**src/rtl/fft_stage_sequencer.sv**
```systemverilog
// fft_stage_sequencer: walks an in-place radix-2 DIT FFT over an external RAM.
// Build option: define FFT_SCALE_EN to halve every butterfly result half.
module fft_stage_sequencer #(
    parameter int N_LOG2   = 3,
    parameter int WORD_SZ  = 32,
    parameter int WORD_MID = 16
) (
    input  logic               i_clk,
    input  logic               i_rst_n,
    input  logic               i_start,
    output logic               o_busy,
    output logic               o_done,
    output logic [N_LOG2-1:0]  o_rd_addr_a,
    output logic [N_LOG2-1:0]  o_rd_addr_b,
    input  logic [WORD_SZ-1:0] i_rd_data_a,
    input  logic [WORD_SZ-1:0] i_rd_data_b,
    output logic [N_LOG2-1:0]  o_tw_addr_a,
    output logic [N_LOG2-1:0]  o_tw_addr_b,
    input  logic [WORD_SZ-1:0] i_tw_data_a,
    input  logic [WORD_SZ-1:0] i_tw_data_b,
    output logic [WORD_SZ-1:0] o_bf_A,
    output logic [WORD_SZ-1:0] o_bf_B,
    output logic [WORD_SZ-1:0] o_bf_twA,
    output logic [WORD_SZ-1:0] o_bf_twB,
    input  logic [WORD_SZ-1:0] i_bf_A,
    input  logic [WORD_SZ-1:0] i_bf_B,
    output logic               o_wr_en,
    output logic [N_LOG2-1:0]  o_wr_addr_a,
    output logic [N_LOG2-1:0]  o_wr_addr_b,
    output logic [WORD_SZ-1:0] o_wr_data_a,
    output logic [WORD_SZ-1:0] o_wr_data_b
);

    localparam int SW = $clog2(N_LOG2 + 1);
    localparam int HI_W = WORD_SZ - WORD_MID;
    localparam logic [N_LOG2-1:0] HALF_N = N_LOG2'(1 << (N_LOG2 - 1));
    localparam logic [N_LOG2-1:0] J_LAST = N_LOG2'((1 << (N_LOG2 - 1)) - 1);
    localparam logic [SW-1:0]     S_LAST = SW'(N_LOG2 - 1);

`ifdef FFT_SCALE_EN
    localparam int RES_SHIFT = 1;
`else
    localparam int RES_SHIFT = 0;
`endif

    typedef enum logic [2:0] {
        ST_IDLE,
        ST_RD,
        ST_EX,
        ST_WR,
        ST_DONE
    } state_t;

    state_t state_q, state_d;

    logic [SW-1:0]     s_q, s_d;
    logic [N_LOG2-1:0] j_q, j_d;
    logic              load;

    logic [N_LOG2-1:0] half, mask, pos;
    logic [N_LOG2-1:0] a_nxt, b_nxt, k_nxt, kb_nxt;
    logic [SW-1:0]     k_sh;

    logic [N_LOG2-1:0] addr_a_q, addr_b_q;
    logic [N_LOG2-1:0] tw_a_q, tw_b_q;

    logic [WORD_SZ-1:0] res_a, res_b;
    logic [WORD_SZ-1:0] wr_a_q, wr_b_q;
    logic               in_ex;

    always_comb begin
        state_d = state_q;
        s_d     = s_q;
        j_d     = j_q;
        load    = 1'b0;
        unique case (state_q)
            ST_IDLE: begin
                if (i_start) begin
                    state_d = ST_RD;
                    s_d     = '0;
                    j_d     = '0;
                    load    = 1'b1;
                end
            end
            ST_RD: state_d = ST_EX;
            ST_EX: state_d = ST_WR;
            ST_WR: begin
                if (j_q != J_LAST) begin
                    state_d = ST_RD;
                    j_d     = j_q + 1'b1;
                    load    = 1'b1;
                end else if (s_q != S_LAST) begin
                    state_d = ST_RD;
                    j_d     = '0;
                    s_d     = s_q + 1'b1;
                    load    = 1'b1;
                end else begin
                    state_d = ST_DONE;
                end
            end
            ST_DONE: begin
                state_d = ST_IDLE;
                s_d     = '0;
                j_d     = '0;
            end
            default: state_d = ST_IDLE;
        endcase
    end

    // Addresses for the butterfly about to be read, computed from next (s,j).
    always_comb begin
        half   = N_LOG2'(1) << s_d;
        mask   = half - 1'b1;
        pos    = j_d & mask;
        a_nxt  = ((j_d & ~mask) << 1) | pos;
        b_nxt  = a_nxt + half;
        k_sh   = S_LAST - s_d;
        k_nxt  = pos << k_sh;
        kb_nxt = k_nxt + HALF_N;
    end

    always_ff @(posedge i_clk or negedge i_rst_n) begin
        if (!i_rst_n) begin
            state_q <= ST_IDLE;
            s_q     <= '0;
            j_q     <= '0;
        end else begin
            state_q <= state_d;
            s_q     <= s_d;
            j_q     <= j_d;
        end
    end

    always_ff @(posedge i_clk or negedge i_rst_n) begin
        if (!i_rst_n) begin
            addr_a_q <= '0;
            addr_b_q <= '0;
            tw_a_q   <= '0;
            tw_b_q   <= '0;
        end else if (load) begin
            addr_a_q <= a_nxt;
            addr_b_q <= b_nxt;
            tw_a_q   <= k_nxt;
            tw_b_q   <= kb_nxt;
        end
    end

    function automatic logic [WORD_SZ-1:0] shape(input logic [WORD_SZ-1:0] x);
        logic signed [HI_W-1:0]     hi;
        logic signed [WORD_MID-1:0] lo;
        hi = x[WORD_SZ-1:WORD_MID];
        lo = x[WORD_MID-1:0];
        hi = hi >>> RES_SHIFT;
        lo = lo >>> RES_SHIFT;
        return {hi, lo};
    endfunction

    assign res_a = shape(i_bf_A);
    assign res_b = shape(i_bf_B);

    always_ff @(posedge i_clk or negedge i_rst_n) begin
        if (!i_rst_n) begin
            wr_a_q <= '0;
            wr_b_q <= '0;
        end else if (state_q == ST_EX) begin
            wr_a_q <= res_a;
            wr_b_q <= res_b;
        end
    end

    assign in_ex = (state_q == ST_EX);

    assign o_busy  = state_q inside {ST_RD, ST_EX, ST_WR};
    assign o_done  = (state_q == ST_DONE);
    assign o_wr_en = (state_q == ST_WR);

    assign o_rd_addr_a = addr_a_q;
    assign o_rd_addr_b = addr_b_q;
    assign o_wr_addr_a = addr_a_q;
    assign o_wr_addr_b = addr_b_q;
    assign o_tw_addr_a = tw_a_q;
    assign o_tw_addr_b = tw_b_q;

    assign o_bf_A   = in_ex ? i_rd_data_a : '0;
    assign o_bf_B   = in_ex ? i_rd_data_b : '0;
    assign o_bf_twA = in_ex ? i_tw_data_a : '0;
    assign o_bf_twB = in_ex ? i_tw_data_b : '0;

    assign o_wr_data_a = wr_a_q;
    assign o_wr_data_b = wr_b_q;

endmodule

```
**config.mk**
```make
export PLATFORM = sky130hd
export DESIGN_NAME = fft_stage_sequencer
export DESIGN_NICKNAME = d
export VERILOG_FILES = /design/src/rtl/fft_stage_sequencer.sv
export SDC_FILE = /design/constraint.sdc
export NUM_CORES = 1
export LEC_CHECK = 0
export CORE_AREA = 2 2 158 160
export DETAILED_ROUTE_END_ITERATION = 12
export DIE_AREA = 0 0 160 162
export PLACE_DENSITY = 0.54
export SETUP_SLACK_MARGIN = 0.05
export SLEW_MARGIN = 20
export SYNTH_ARGS = -nofsm -noshare
export SYNTH_HDL_FRONTEND = slang
export SYNTH_SLANG_ARGS = --single-unit
```
**constraint.sdc**
```tcl
create_clock -name i_clk -period 9.3 [get_ports i_clk]
set_input_delay 1.86 -clock i_clk [delete_from_list [all_inputs] [get_ports i_clk]]
set_output_delay 1.86 -clock i_clk [all_outputs]
set_load 0.02 [all_outputs]
```
==> summary.txt, run 1 <==
DR vias = 4,328
Layout cells sized above 1 = 11.6%
Final setup margin = 4.27 ns
Fmax = 199 MHz
Synth area leader = dfrtp_1
DRC viols = 0
Worst EP required = 7.44 ns
Setup Buffers After CTS = 0
HP Class = reg -> reg
Setup violations, final = 0
Power after layout = 2770 µW
Detailed Place HPWL = 14,800 µm
FF-to-FF setup slack = 5.45 ns
Area grow syn2layout = 106%
Worst EP arrival = 3.17 ns
Commonest non-fill, non-tap cell in the layout = clkdlybuf4s50_1
DP Worst Slack = 3.97 ns
WL/cell = 16.7 µm
Status = complete, no violations
Clock net sink count = 82
First-pass GRT wire length = 26,700 µm
Power Dens Cells = 308 nW/µm²
Io pins = 408
Clk buf depth = 2
Worst Setup End Kind = output pin
Die Ht = 162 µm
Top-area cell type share of the netlist area = 47.0%
Root Buffer = clkbuf_16
PostCTS Resize Cnt = 0
Row cnt = 57
Vias in the first global route = 4,400
Startpoint of the worst register-to-register path = state_q[2]
CTS clk-pin slew, worst paths = 0.06 ns
All-Layer GR Usage = 13.6%
Leakage = 0.00356 µW
Depth of the CTS H-tree = 3
Reg2reg path depth = 14
Max cap viols = 0
Leading cell types in the layout, fill and taps excluded = clkdlybuf4s50_1 (406), and2_1 (130), dfrtp_1 (82)
Mean post-synth cell area = 10.9 µm²
Register area share after synthesis = 47.0%
Setup crit end = o_bf_twA[13]
Asr flop ratio synth = 100%
Starting Density = 18.1%
Flops & latches, synth = 82
Fin. Hold Viols = 0
Iteration-0 DRC Markers = 172
Die width = 160 µm
GRT overflow = 0
Syn_nets = 603
Worst Skew = 0.00618 ns
Initial antenna violation count = 1
Final nets = 991
Synth top area cells = dfrtp_1 (47%), and2_1 (19%), mux2_2 (17%)
Worst skew pair latency = 0.34 ns
Worst slew pin tran = 0.904 ns
ANT cells = 0
Synth Flop Type = dfrtp_1
FF-to-FF End = o_rd_addr_b[2]
Die ar. = 25,900 µm²
Largest net degree at the start of global routing = 84
Crit Path Class = reg -> out
Pre-Repair DR Iteration Count = 4
Tmin final = 5.03 ns
Max VDD drop = 0.000104 V
Total routed wirelength = 18,600 µm
Via density per instance = 3.87
Final cycle utilization of the critical path = 54.0%
Syn Inst Count = 400
I/O Buffers = 407
EDFF count, synth = 0
TNS Setup = 0 ns
CP Max Fanout = 78
Synth warn = 0
Routed Antenna Nets = 0
CP Launch Point = state_q[1]
Synth cell types = 43
CP startpoint kind = flop
TritonCTS clock tree = built
Area of the core = 24,100 µm²
RSZ-0062 raised after global routing = false
Final GP Congestion = 0.776
Post-CTS Hold Fix Bufs = 0
TritonCTS Buffers = 9
Mapped cell area = 4370 µm²
Pins Over Slew Limit = 0
Slew headroom = 39.7%
sequential cells by signal, indices dropped and copies added, names as in the netlist:
name / flops
state_q: 3
s_q: 2
o_tw_addr_a: 3
o_rd_addr_b: 3
o_wr_data_a: 32
j_q: 3
o_wr_data_b: 32
o_rd_addr_a: 3
o_tw_addr_b: 1
kinds of logic after synthesis:
group	count (synthesis)	synth area share, %
AO/OA/AOI/OAI	25	4.50
AND/OR/NAND/NOR	172	23.6
flip-flops	82	47.0
other	1	0.0859
buffers and inverters	43	4.87
multiplexers	65	16.7
adder cells (fa/ha/maj)	8	2.46
XOR/XNOR	4	0.802
how the worst min path moves through the flow:
| stage | start | cells past startpoint | slack [ns] | endpoint |
|---|---|---|---|---|
| 2_1_floorplan | state_q[2] | 2 | 0.53 | state_q[0] |
| 3_3_place_gp | o_wr_data_b[29] | 1 | 0.49 | o_wr_data_b[29] |
| 3_5_place_dp | o_wr_data_b[28] | 1 | 0.49 | o_wr_data_b[28] |
| 4_1_cts | o_wr_data_a[21] | 1 | 0.51 | o_wr_data_a[21] |
| 5_1_grt | o_wr_data_a[3] | 1 | 0.52 | o_wr_data_a[3] |
| 6_report | o_wr_data_a[21] | 1 | 0.51 | o_wr_data_a[21] |
routing by layer:
layer / routed length [µm] / part of all wire (%) / global-route usage (%) / up-vias
li1: - / - / - / 2076
met1: 7790 / 42 / 17.0 / 2021
met2: 9180 / 49 / 23.4 / 220
met3: 1480 / 7.9 / 3.78 / 9
met4: 145 / 0.78 / 3.19 / 2
met5: 13 / 0.070 / 0 / -
critical path, cell delays in order, from the launching register on:
cell,delay [ns]
dfrtp_1,0.48
nor3b_2,0.26
buf_4,0.40
buf_4,0.65
and2_1,0.32
clkdlybuf4s50_1,0.64
metrics by stage:
stage          cell area, µm²  std cells  utilization, %  hold slack [ns]
6_report                 9010       1117            37.4            0.506
5_1_grt                  9010       1117            37.4            0.523
4_1_cts                  9010       1117            37.4            0.509
3_5_place_dp             8700       1101            36.1            0.495
3_3_place_gp             8700       1101            36.1            0.489
2_1_floorplan            4370        400               -            0.533
layout make-up:
type | count | area (µm²)
clock inverters | 6 | 72.6
clock buffers | 10 | 239
inverters | 9 | 33.8
well taps | 324 | 405
flip-flops and latches | 82 | 2050
repair buffers | 411 | 4100
fillers | 2498 | 15100
multi-input cells | 275 | 2110
power breakdown:
group / switching, µW / total, µW / internal (µW) / leakage (µW)
clock: 163 / 382 / 220 / 0.000155
sequential: 96.1 / 627 / 531 / 0.000973
combinational: 875 / 1760 / 887 / 0.00243
total: 1130 / 2770 / 1640 / 0.00356
Yosys cell counts, types with 2 or more instances:
| master | count |
|---|---|
| nand2b_1 | 3 |
| dfrtp_1 | 82 |
| mux2_2 | 64 |
| nor2_1 | 9 |
| buf_2 | 8 |
| buf_4 | 9 |
| xnor2_1 | 3 |
| nand3b_1 | 2 |
| clkbuf_1 | 16 |
| nand4b_1 | 2 |
| nor3_1 | 4 |
| a21oi_1 | 5 |
| ha_1 | 7 |
| o21ai_0 | 6 |
| and2_1 | 130 |
| inv_1 | 9 |
| nand2_1 | 15 |
(Power assumes the default switching activity.)
==> inputs of run 2 (changes only) <==
--- a/config.mk
+++ b/config.mk
@@ -5,10 +5,10 @@
 export SDC_FILE = /design/constraint.sdc
 export NUM_CORES = 1
 export LEC_CHECK = 0
-export CORE_AREA = 2 2 158 160
+export CORE_AREA = 2 2 157 159
 export DETAILED_ROUTE_END_ITERATION = 12
-export DIE_AREA = 0 0 160 162
-export PLACE_DENSITY = 0.54
+export DIE_AREA = 0 0 159 161
+export PLACE_DENSITY = 0.57
 export SETUP_SLACK_MARGIN = 0.05
 export SLEW_MARGIN = 20
 export SYNTH_ARGS = -nofsm -noshare
==> constraint.sdc (replaced) <==
create_clock -name i_clk -period 4.58 [get_ports i_clk]
set_input_delay 0.916 -clock i_clk [delete_from_list [all_inputs] [get_ports i_clk]]
set_output_delay 0.916 -clock i_clk [all_outputs]
set_load 0.02 [all_outputs]
==> run 2 against run 1 <==
  * Register-to-register slack worse by 4.6 ns
  * Core utilization rose by 0.22 points
  * Critical endpoint is now o_rd_addr_b[2]
  * Combinational power rose by 100%
  * Largest cell class unchanged
  * Highest routed layer is now met4
==> summary.txt, run 2 (synthesized netlist as in run 1, its figures left out) <==
# fillers = 2,439
Area grow syn2layout = 106%
Die width = 159 µm
Setup crit end = o_rd_addr_b[2]
Depth of the CTS H-tree = 3
TritonCTS Buffers = 9
Fmax = 250 MHz
Row cnt = 57
Via density per instance = 3.82
Final GP Congestion = 0.791
I/O Buffers = 407
ANT cells = 0
Sequential Area = 2050 µm²
WHS Path Cells = 1
Status = complete, no violations
Total routed wirelength = 17,500 µm
Die Ht = 161 µm
DRC viols = 0
DR vias = 4,261
Post-CTS Hold Fix Bufs = 0
FF-to-FF setup slack = 0.83 ns
Commonest non-fill, non-tap cell in the layout = clkdlybuf4s50_1
CP Max Fanout = 6
Footprint of the multi-input gates = 2110 µm²
Area of the core = 24,000 µm²
WL/cell = 15.7 µm
Pre-Repair DR Iteration Count = 4
Layout cells sized above 1 = 11.5%
Worst EP arrival = 4.20 ns
TNS Setup = 0 ns
Clk buf depth = 2
Starting Density = 18.2%
Worst Setup End Kind = flop
Die ar. = 25,600 µm²
CP startpoint kind = primary input
RSZ-0062 raised after global routing = false
Final cell count without fillers = 1,116
GRT overflow = 0
Io pins = 408
Fin. Hold Viols = 0
Pins Over Slew Limit = 0
Detailed Place HPWL = 14,000 µm
Placed cells = 1,100
Leakage = 0.00355 µW
Routed Antenna Nets = 0
Crit Path Class = in -> reg
Max cap viols = 0
Reg2reg path depth = 14
Vias in the first global route = 4,367
All-Layer GR Usage = 13.3%
Leading cell types in the layout, fill and taps excluded = clkdlybuf4s50_1 (406), and2_1 (130), dfrtp_1 (82)
Iteration-0 DRC Markers = 155
PostCTS Resize Cnt = 0
CTS clk-pin slew, worst paths = 0.07 ns
First-pass GRT wire length = 26,400 µm
TritonCTS clock tree = built
Worst skew pair latency = 0.34 ns
Final cycle utilization of the critical path = 87.4%
Power Dens Cells = 618 nW/µm²
Slew headroom = 59.4%
Tmin final = 4.00 ns
FF-to-FF End = o_rd_addr_b[2]
Worst EP required = 4.78 ns
Final nets = 990
Largest net degree at the start of global routing = 106
CP Launch Point = i_start
Clock net sink count = 82
Root Buffer = clkbuf_16
Setup Buffers After CTS = 0
Initial antenna violation count = 0
Worst slew pin tran = 0.608 ns
Max VDD drop = 0.000282 V
Startpoint of the worst register-to-register path = state_q[2]
HP Class = reg -> reg
Setup violations, final = 0
Worst Skew = 0.00671 ns
-- run 2: cell types whose count changed in the layout (fill, tap and decap cells not counted) --
cell / change
buf_4: -3
clkinvlp_4: +1
bufinv_16: -1
clkinv_2: -1
buf_12: +2
inv_6: +1
-- run 2: critical path, cell delays in order --
cell and delay (ns):
clkdlybuf4s50_1 0.48, nor2_1 0.09, o21ai_0 0.42, o21ai_0 0.17
a22oi_1 0.29, ha_1 0.30, xor2_1 0.14, or2_2 0.30
o32ai_2 0.17, a21oi_1 0.13, fa_1 0.42, xnor2_1 0.17
xnor2_1 0.13, o21ai_0 0.08
-- run 2: cell type report --
class / instances / share of cell area (%)
well taps: 324 / 4.50
inverters: 9 / 0.375
multi-input cells: 275 / 23.4
repair buffers: 410 / 45.7
clock buffers: 10 / 2.65
clock inverters: 6 / 0.597
flip-flops and latches: 82 / 22.8
-- run 2: worst min-delay path by stage --
stage / end / slack, ns / from
3_3_place_gp: o_wr_data_a[11] / 0.49 / o_wr_data_a[11]
3_5_place_dp: o_wr_data_a[2] / 0.49 / o_wr_data_a[2]
4_1_cts: o_wr_data_a[22] / 0.51 / o_wr_data_a[22]
6_report: o_wr_data_a[26] / 0.50 / o_wr_data_a[26]
5_1_grt: o_wr_data_a[19] / 0.52 / o_wr_data_a[19]
2_1_floorplan: state_q[0] / 0.53 / state_q[2]
-- run 2: through the flow --
| stage | cell area (µm²) | hold slack (ns) | utilization, % | total power [µW] | worst slack [ns] |
|---|---|---|---|---|---|
| floorplan | 4370 | 0.533 | - | 3230 | 1.07 |
| global placement | 8720 | 0.488 | 36.4 | 4920 | 0.249 |
| detailed placement | 8720 | 0.495 | 36.4 | 4920 | 0.208 |
| CTS | 9010 | 0.509 | 37.6 | 5690 | 0.580 |
| global route | 9010 | 0.517 | 37.6 | 5920 | 0.306 |
| finish | 9010 | 0.504 | 37.6 | 5570 | 0.576 |
-- run 2: metal layers --
layer  GRT usage, %  wire length, µm  part of all wire (%)  up-vias
met2           23.5             8880                    51      218
met4           3.22              146                  0.83        0
met3           3.52             1310                   7.4        6
met5              0                0                     0        -
li1               -                -                     -     2077
met1           16.1             7220                    41     1960
-- run 2: where the power goes --
part	switching, µW	internal, µW
Combinational	1760	1820
Sequential	196	1080
Clock	326	393
==> variant: new RTL, settings of run 2 <==
Set the parameter `N_LOG2` to 2 (it was 3).
--- a/src/rtl/fft_stage_sequencer.sv
+++ b/src/rtl/fft_stage_sequencer.sv
@@ -1,7 +1,7 @@
 // fft_stage_sequencer: walks an in-place radix-2 DIT FFT over an external RAM.
 // Build option: define FFT_SCALE_EN to halve every butterfly result half.
 module fft_stage_sequencer #(
-    parameter int N_LOG2   = 3,
+    parameter int N_LOG2   = 2,
     parameter int WORD_SZ  = 32,
     parameter int WORD_MID = 16
 ) (
Interface: changed (6 resized); port bits go from 408 to 402. No check against the original RTL was run, so the function may have changed too.
==> variant against run 2 <==
- sequential cell count decreased by 4
- power decreased by 3.7%
- setup slack better by 650 ps
- area after synthesis decreased by 9.3%
- cell area down 5.3%
- routed wire length down 7.4%
- clock power is 8.5% lower
- clock skew fell by 1.0 ps
- highest routed layer is now met5
==> variant: results (changes against run 2) <==
| Metric | Value |
|---|---|
| Met2 usage | `0.203 (-0.0314)` |
| CP arrival | `2440 ps (-1760 ps)` |
| Worst hold slack | `489 ps (-15.4 ps)` |
| Synth area leaders | `dfrtp_1 49%, and2_1 20%, mux2_2 18%` |
| Synth Area in XOR/XNOR | `0.00221 (-0.00581)` |
| Hold path startpoint | `o_tw_addr_b[1]` |
| GRT Total Usage | `0.122 (-0.0103)` |
| Lkg Pwr | `3.33 nW (-6.1%)` |
| Hold EP | `o_tw_addr_b[1]` |
| Slew HR | `0.553 (-0.0414)` |
| Placer Congestion | `0.765 (-3.2%)` |
| Syn Area/Cell | `11.3 um2 (+3.7%)` |
| Internal reg-to-reg setup slack | `2450 ps (+1620 ps)` |
| Fmax | `0.298 GHz (+19%)` |
| Number of global-route vias before repair | `3970 (-9.1%)` |
| Largest net degree at the start of global routing | `132 (+25%)` |
| Via-per-instance ratio | `3.69 (-3.3%)` |
| Worst Setup SP | `state_q[2]` |
| Global-route wire length before repair | `24400 um (-7.6%)` |
| Register area share after synthesis | `0.493 (+0.0228)` |
| Maximum VDD drop | `368 uV (+30%)` |
| Synth Area in Compound Gates | `0.0351 (-0.00993)` |
| Worst reg2reg path depth | `4 (-10)` |
| Status | `finished clean` |
| Max FO, Critical Path | `131 (+125)` |
| Mux cell area share after synthesis | `0.182 (+0.0146)` |
| Synth Area in Adders | `0 (-0.0246)` |
| Port Buffer Count | `401 (-1.5%)` |
| Layout cells sized above 1 | `0.121 (+0.00639)` |
| Fill cells | `2448 (+0.37%)` |
[variant: cells by family after synthesis]
group / Yosys count
compound gates: 20
xor+xnor: 1
mux: 64
simple gates: 155
buf+inv: 32
flops: 78
[variant: critical path, cell delays in order, from the launching register on]
cell	delay, ps
dfrtp_1	510
nor3b_4	290
buf_12	380
and2_1	250
clkdlybuf4s50_1	620
[variant: where the power goes]
| group | switching (W) | internal [W] |
|---|---|---|
| logic | 0.00167 | 0.00181 |
| registers | 0.000195 | 0.00102 |
| clock network | 0.000291 | 0.000367 |
[variant: per-layer routing]
metal	part of all wire	up-vias
met5	0.00080	-
met3	0.076	20
met1	0.42	1826
met2	0.50	178
li1	-	1913
met4	0.012	2
[variant: cell type report]
cell class,count,share of cell area
Clock inverter,5,0.00396
Multi-Input combinational cell,240,0.216
Inverter,3,0.00132
Antenna cell,1,0.000293
Clock buffer,11,0.0273
Sequential cell,78,0.229
Tap cell,324,0.0475
Timing Repair Buffer,405,0.475
